$ cat config.mk
export PLATFORM = sky130hd
export DESIGN_NAME = queue_reader_flat
export DESIGN_NICKNAME = d
export VERILOG_FILES = /design/src/rtl/queue_reader_if.sv /design/src/rtl/queue_reader.sv /design/src/flat_wrapper.sv
export SDC_FILE = /design/constraint.sdc
export NUM_CORES = 1
export LEC_CHECK = 0
export ABC_AREA = 1
export BUFFER_PORTS_ARGS = -buffer_cell sky130_fd_sc_hd__buf_2
export CELL_PAD_IN_SITES_DETAIL_PLACEMENT = 1
export CELL_PAD_IN_SITES_GLOBAL_PLACEMENT = 1
export CORE_ASPECT_RATIO = 0.6
export CORE_MARGIN = 5
export CORE_UTILIZATION = 38
export CTS_CLUSTER_DIAMETER = 100
export DETAILED_ROUTE_END_ITERATION = 12
export PLACE_DENSITY_LB_ADDON = 0.1
export SYNTH_ARGS = -nofsm -noshare
export SYNTH_HDL_FRONTEND = slang
export SYNTH_SLANG_ARGS = --single-unit
$ cat constraint.sdc
create_clock -name Clk_i -period 2.2 [get_ports Clk_i]
set_input_delay 0.33 -clock Clk_i [delete_from_list [all_inputs] [get_ports Clk_i]]
set_output_delay 0.33 -clock Clk_i [all_outputs]
set_load 0.005 [all_outputs]
$ cat src/rtl/queue_reader_if.sv
// rtl/queue_reader_if.sv - queue read port and downstream byte stream seen by the reader
interface queue_reader_if #(
  parameter int DATA_W = 8
) ();
  logic              q_En_o;
  logic              q_RW_o;
  logic [DATA_W-1:0] q_data_i;
  logic              q_empty_i;
  logic              m_valid_o;
  logic [DATA_W-1:0] m_data_o;
  logic              m_ready_i;

  modport master (
    output q_En_o, q_RW_o, m_valid_o, m_data_o,
    input  q_data_i, q_empty_i, m_ready_i
  );

  modport slave (
    input  q_En_o, q_RW_o, m_valid_o, m_data_o,
    output q_data_i, q_empty_i, m_ready_i
  );
endinterface

$ cat src/rtl/queue_reader.sv
// rtl/queue_reader.sv - drains a byte queue into a valid/ready stream via a 2-entry buffer
module queue_reader #(
  parameter int DATA_W = 8,
  parameter int LEN_W  = 8
) (
  input  logic             Clk_i,
  input  logic             Rst_i,
  input  logic             Start_i,
  input  logic [LEN_W-1:0] Len_i,
  input  logic             Abort_i,
  output logic             Busy_o,
  output logic             Done_o,
  output logic [LEN_W-1:0] Count_o,
  queue_reader_if.master   bus
);

  typedef enum logic [1:0] {IDLE, DRAIN, FLUSH, DONE} state_e;

  localparam logic [LEN_W-1:0] ONE     = LEN_W'(1);
  localparam logic [LEN_W-1:0] CNT_MAX = '1;

  state_e            state_q, state_d;
  logic [LEN_W-1:0]  remaining_q, remaining_d;
  logic [LEN_W-1:0]  count_q, count_d;
  logic [1:0]        occ_q, occ_d;
  logic [DATA_W-1:0] buf0_q, buf0_d;
  logic [DATA_W-1:0] buf1_q, buf1_d;

  logic active;
  logic abort_hit;
  logic rd_en;
  logic pop;

  // Read strobe depends only on registered state and queue/abort inputs, never on m_ready_i.
  assign active    = (state_q == DRAIN) || (state_q == FLUSH);
  assign abort_hit = active && Abort_i;
  assign rd_en     = (state_q == DRAIN) && !bus.q_empty_i && (remaining_q != '0)
                     && (occ_q < 2'd2) && !Abort_i;
  assign pop       = (occ_q != 2'd0) && bus.m_ready_i;

  always_comb begin
    state_d     = state_q;
    remaining_d = remaining_q;
    count_d     = count_q;
    occ_d       = occ_q;
    buf0_d      = buf0_q;
    buf1_d      = buf1_q;

    if (rd_en) begin
      remaining_d = remaining_q - ONE;
    end
    if (pop && (count_q != CNT_MAX)) begin
      count_d = count_q + ONE;
    end

    // Head always sits in buf0; buf1 only holds a byte while occ is 2.
    case (occ_q)
      2'd0: begin
        if (rd_en) begin
          buf0_d = bus.q_data_i;
          occ_d  = 2'd1;
        end
      end
      2'd1: begin
        if (rd_en && pop) begin
          buf0_d = bus.q_data_i;
        end else if (rd_en) begin
          buf1_d = bus.q_data_i;
          occ_d  = 2'd2;
        end else if (pop) begin
          occ_d  = 2'd0;
        end
      end
      default: begin
        if (pop) begin
          buf0_d = buf1_q;
          occ_d  = 2'd1;
        end
      end
    endcase

    case (state_q)
      IDLE: begin
        if (Start_i) begin
          remaining_d = Len_i;
          count_d     = '0;
          state_d     = (Len_i != '0) ? DRAIN : DONE;
        end
      end
      DRAIN: begin
        if (Abort_i) begin
          state_d = IDLE;
        end else if (remaining_d == '0) begin
          state_d = FLUSH;
        end
      end
      FLUSH: begin
        if (Abort_i) begin
          state_d = IDLE;
        end else if (occ_q == 2'd0) begin
          state_d = DONE;
        end
      end
      default: begin
        state_d = IDLE;
      end
    endcase

    if (abort_hit) begin
      occ_d = 2'd0;
    end
  end

  always_ff @(posedge Clk_i) begin
    if (Rst_i) begin
      state_q     <= IDLE;
      remaining_q <= '0;
      count_q     <= '0;
      occ_q       <= 2'd0;
      buf0_q      <= '0;
      buf1_q      <= '0;
    end else begin
      state_q     <= state_d;
      remaining_q <= remaining_d;
      count_q     <= count_d;
      occ_q       <= occ_d;
      buf0_q      <= buf0_d;
      buf1_q      <= buf1_d;
    end
  end

  assign Busy_o        = active;
  assign Done_o        = (state_q == DONE);
  assign Count_o       = count_q;
  assign bus.q_En_o    = rd_en;
  assign bus.q_RW_o    = 1'b0;
  assign bus.m_valid_o = (occ_q != 2'd0);
  assign bus.m_data_o  = buf0_q;

endmodule

$ cat src/flat_wrapper.sv
// flat-port wrapper written by rule: the top's interface ports become plain ports
module queue_reader_flat 
#(
  parameter int DATA_W = 8,
  parameter int LEN_W  = 8
)
  (Clk_i, Rst_i, Start_i, Len_i, Abort_i, Busy_o, Done_o, Count_o, bus_q_En_o, bus_q_RW_o, bus_m_valid_o, bus_m_data_o, bus_q_data_i, bus_q_empty_i, bus_m_ready_i);
  queue_reader_if #(.DATA_W(DATA_W)) bus_i ();
  input  logic Clk_i;
  input  logic Rst_i;
  input  logic Start_i;
  input  logic [LEN_W-1:0] Len_i;
  input  logic Abort_i;
  output logic Busy_o;
  output logic Done_o;
  output logic [LEN_W-1:0] Count_o;
  output wire logic [$bits(bus_i.q_En_o)-1:0] bus_q_En_o;
  output wire logic [$bits(bus_i.q_RW_o)-1:0] bus_q_RW_o;
  output wire logic [$bits(bus_i.m_valid_o)-1:0] bus_m_valid_o;
  output wire logic [$bits(bus_i.m_data_o)-1:0] bus_m_data_o;
  input wire logic [$bits(bus_i.q_data_i)-1:0] bus_q_data_i;
  input wire logic [$bits(bus_i.q_empty_i)-1:0] bus_q_empty_i;
  input wire logic [$bits(bus_i.m_ready_i)-1:0] bus_m_ready_i;
  assign bus_q_En_o = bus_i.q_En_o;
  assign bus_q_RW_o = bus_i.q_RW_o;
  assign bus_m_valid_o = bus_i.m_valid_o;
  assign bus_m_data_o = bus_i.m_data_o;
  assign bus_i.q_data_i = bus_q_data_i;
  assign bus_i.q_empty_i = bus_q_empty_i;
  assign bus_i.m_ready_i = bus_m_ready_i;
  queue_reader #(.DATA_W(DATA_W), .LEN_W(LEN_W)) u_core (.Clk_i(Clk_i), .Rst_i(Rst_i), .Start_i(Start_i), .Len_i(Len_i), .Abort_i(Abort_i), .Busy_o(Busy_o), .Done_o(Done_o), .Count_o(Count_o), .bus(bus_i));
endmodule
---- Word level (Yosys, flattened, before mapping) ----
Cells that the tools add are included.
storage, ports and cells
  bits of input ports ..................... 22
  register bits ........................... 36
  word-level logic and storage cells ...... 68
  output and inout bits ................... 21
operators by class
  order comparisons ....................... 1
  add/sub/neg operators ................... 2
  muxes and demuxes ....................... 23
  reduce and logical (&&, ||, !) cells .... 23
  equal/unequal tests ..................... 12
  bitwise logic cells ..................... 1
operators with widths
  kind                 count
  $mux 8               9
  $mux 2               11
  $pmux 8 s2           1
  $reduce_bool 8->1    2
  $reduce_and 3->1     3
  $add 8x1->8 const B  1
  $logic_and 1x1->1    8
  $logic_not 8->1      1
  $ne 8x8->1 const B   1
  $sub 8x1->8 const B  1
  $ne 3x3->1 const B   2
  $pmux 2 s3           1
  $eq 2x1->1 const B   2
  $eq 2x2->1 const B   2
  $logic_not 2->1      2
  $ne 2x1->1 const B   2
  $ne 2x2->1 const B   2
  $pmux 2 s2           1
  $reduce_and 4->1     1
  $ne 3x1->1 const B   1
  $reduce_bool 3->1    1
  $logic_not 1->1      2
  $lt 2x2->1 const B   1
  $reduce_bool 2->1    1
  3 further kinds      3

---- Longest topological paths before layout ----
  depth after elaboration ................. 10
  mapped depth ............................ 14
  mapped depth without buffers ............ 14

---- Least setup slack after synthesis ----
OpenSTA, ideal clock, no wires.
  path type ............................... flip-flop to flip-flop
  start point ............................. register u_core.state_q[1]
  end point ............................... register u_core.state_q[0]
  required time ........................... 2085 ps
  period minus slack after synthesis ...... 1677 ps
  setup time .............................. 115 ps
  stages on the path, launching flop included .. 15
  path slack .............................. 523 ps
  arrival time ............................ 1562 ps
  buffers on the path ..................... 0
  cells stage by stage .................... dfxtp_1 > inv_1 > ha_1 > nand2_1 > nor2_8 > inv_2 > nor2_8 > nand2_1 > nand2_1 > nor2_1 > nand2_1 > o21bai_2 > nand3_1 > nand2_1 > nor2_1
on the way
  cells in the longest elaborated chain, start to end .. 9
  elaborated cells between the ends (all ways) .. 14
  classes of those cells .................. eq/ne (5); mux (2); reduce/logical (7)
ends and longest elaborated chain
  what                            RTL line             text
  start: declaration              queue_reader.sv:22   state_e state_q, state_d;
  start signal: assignment        queue_reader.sv:123  state_q <= state_d;
  $eq 2x1->1                      queue_reader.sv:37   assign rd_en = (state_q == DRAIN) && !bus.q_empty_i && (remaining_q != '0)
  $logic_and 1x1->1 (2 in a row)  queue_reader.sv:37
  $logic_and 1x1->1 (2 in a row)  queue_reader.sv:38   && (occ_q < 2'd2) && !Abort_i;
  via bus_q_En_o                  flat_wrapper.sv:17   output wire logic [$bits(bus_i.q_En_o)-1:0] bus_q_En_o;
  $mux 8                          queue_reader.sv:49   if (rd_en) begin
  $logic_not 8->1                 queue_reader.sv:93   end else if (remaining_d == '0) begin
  $ne 3x3->1 (no line)            -
  $reduce_and 3->1 (no line)      -
The timed path passes the listed nets, and every way through them passes these cells.
A chain may end at the register's enable or synchronous reset.

---- Worst setup path after layout ----
  start point ............................. register u_core.remaining_q[0]
  end point ............................... register u_core.state_q[0]
on the way
  cells in the longest elaborated chain, start to end .. 8
  elaborated cells between the ends (all ways) .. 9
  classes of those cells .................. add/sub (1); eq/ne (1); mux (1); reduce/logical (6)
ends and longest elaborated chain
  what                                                                 RTL line             text
  start: declaration                                                   queue_reader.sv:23   logic [LEN_W-1:0] remaining_q, remaining_d;
  start signal: assignment                                             queue_reader.sv:124  remaining_q <= remaining_d;
  parallel branches: the longest is 4 deep, another holds $sub 8x1->8  -
  $mux 8 *                                                             queue_reader.sv:49
  $logic_not 8->1 *                                                    queue_reader.sv:93
  $ne 3x3->1 (no line) *                                               -
  $reduce_and 3->1 (no line) *                                         -
Mark *: on every way between the ends.

==> reports/results.tsv <==
metric	value	unit
Power Internal	1.36	mW
Post-Syn Area	1980	um2
# DRC	0	
GRT Util Overall	17.8	%
Gate power share	42.6	%
wire length per cell	13.8	um
EDFF count, synth	0	
DRT Wirelength	5520	um
fraction of layout cells with a size suffix above 1	23.0	%
Antenna Cells	0	
area leader, netlist	dfxtp_1	
Crit Path Class	reg2reg	
crit path max fanout	9	
clk slew on worst S/H paths	70	ps
dpl ws	179	ps
first-pass GRT wire length	9450	um
TritonCTS clock tree	done	
sw power	0.961	mW
status	finished clean	
Starting DRT DRC Count	81	
CTS Buf Count	5	
Pre-antenna DRT Iters	4	
Hold Path Class	in2reg	
core area	5050	um2
initial antenna violation count	0	
Die H	66.0	um
Synth Flop Type	dfxtp_1	
vias in the first global route	1996	
worst slew pin tran	639	ps
die footprint	6810	um2
Setup crit end kind	register	
Fmax	0.512	GHz
register area share after synthesis	36.3	%
Net Sw Frac	41.4	%
PnR worst setup slack	246	ps
via-per-instance ratio	4.85	
part of the power in the clock network	21.0	%
Post-layout nets	363	
Post-CTS Setup Bufs	0	
final hold vios	0	
Pins Over Slew Limit	0	
register bit count reported by yosys	36	
placer congestion estimate	0.799	
final instance area	2370	um2
post-route setup TNS	0	ps
H-tree depth	2	
Rel. slew slack	57.0	%
most frequent cell after synthesis	nand2_1	
Post-DP Area	2270	um2
Final period util	88.8	%
grt total ovfl	0	
io pins	43	
initial core utilization	39.3	%
Hold WS	317	ps
pin count of the biggest net entering global routing	20	
Power Density	981	nW/um2
Worst Path Required	2380	ps
CTS sink cnt	36	
PortBufs	41	
Synth top area share	36.3	%
leak pwr	1.21	nW
max cap viols	0	
Area growth syn-to-layout	19.2	%
Yosys warning count	0	
VDD IR max	0.395	mV
post-synthesis cell type count	35	
Gate Count Post-Synth	288	
fin crit period	1950	ps
clk_lat worst skew	290	ps
Placement Rows	20	
die width	103	um
sequential cell fraction of total power	36.4	%
most common library cells after synthesis	nand2_1, nor2_1, dfxtp_1	
CTS Root Cell	clkbuf_8	
DRT antenna net count	0	
average size of a mapped cell	6.89	um2
crit start category	register	
DR vias	1944	
DPL Wire Length	4390	um
CTS max path bufs	2	
# setup viols final	0	
largest cells by area after synthesis	dfxtp_1, nand2_1, nor2_1, o21ai_0, inv_1	
Async SR Flop Fraction	0	%
WP data arrival	2130	ps
clock skew	6.87	ps
Finished Core Util	46.8	%
syn_nets	317	
setup repair after global routing missed its margin	no	
## logic make-up after synthesis
kind of cell | Yosys count | share of synthesized area, %
other | 1 | 0.189
flip-flops | 36 | 36.3
AND/OR/NAND/NOR | 146 | 34.2
buffers and inverters | 43 | 8.76
AO/OA/AOI/OAI | 52 | 14.8
XOR/XNOR | 3 | 1.32
adder cells (fa/ha/maj) | 7 | 4.41
## power groups by stage
stage	Combinational, mW	Sequential [mW]	Clock (mW)
after detailed placement	0.993	0.858	0
final	0.989	0.844	0.488
after CTS	0.998	0.845	0.510
after global routing	1.13	0.861	0.540
after floorplan	0.733	0.838	0
after global placement	0.970	0.860	0
## per-stage QoR
stage                     cells  power (mW)
final                       401        2.32
after global routing        401        2.53
after CTS                   401        2.35
after detailed placement    393        1.85
after global placement      393        1.83
after floorplan             288        1.57
## state kept, by name, summed over array words and instances (netlist names)
name	cells
u_core.occ_q	2
u_core.state_q	2
u_core.remaining_q	8
u_core.Count_o	8
u_core.bus.m_data_o	8
u_core.buf1_q	8
## critical path, stage by stage (launching register included)
cell and delay [ps]:
dfxtp_1 340, inv_1 110, ha_1 230, nand3_2 100
inv_1 80, nand2_4 90, nand2_4 90, nand2_1 70
nand2_1 70, nor2_1 120, nand2_1 130, o21bai_2 210
nand3_1 100, nand2_1 70, nor2_1 40
## what timing repair did
item | in CTS | in global routing
resized for setup | 0 | 1
hold endpoints to repair | 0 | 0
hold buffers | 0 | 0
setup endpoints to repair | 0 | 2
## layer usage
metal / share of wire (%) / vias up / track usage [%]
met1: 53 / 890 / 25.7
met5: 0 / - / 0
met2: 41 / 35 / 26.1
li1: - / 1015 / -
met4: 0.83 / 0 / 5.01
met3: 5.5 / 4 / 4.32
## cell type report
class	instances	area (um2)
Tap cell	66	82.6
Fill cell	685	2690
Clock buffer	6	82.6
Multi-Input combinational cell	209	1090
Clock inverter	2	10.0
Sequential cell	36	721
Timing Repair Buffer	46	243
Inverter	36	135
## cells in the final DEF (no fill, tap or decap), types with 5 or more instances in the layout
cell,Yosys,layout
buf_2,1,41
inv_1,29,29
nand3_1,13,13
a21oi_1,12,12
o21ai_0,22,22
dfxtp_1,36,36
buf_4,1,5
nor2_1,37,37
ha_1,7,7
nand2_1,75,74
clkbuf_8,0,6
a31oi_1,9,9
inv_2,7,7
## final timing paths
| kind | from | to | slack [ps] | cells after the start |
|---|---|---|---|---|
| max | u_core.remaining_q[0] | u_core.state_q[0] | 250 | 14 |
| min | bus_q_data_i[7] | u_core.buf1_q[7] | 320 | 3 |
| max reg2reg | u_core.remaining_q[0] | u_core.state_q[0] | 250 | 14 |
| min reg2reg | u_core.buf1_q[7] | u_core.buf1_q[7] | 470 | 2 |
No activity file was read; power rests on OpenSTA's default activity.
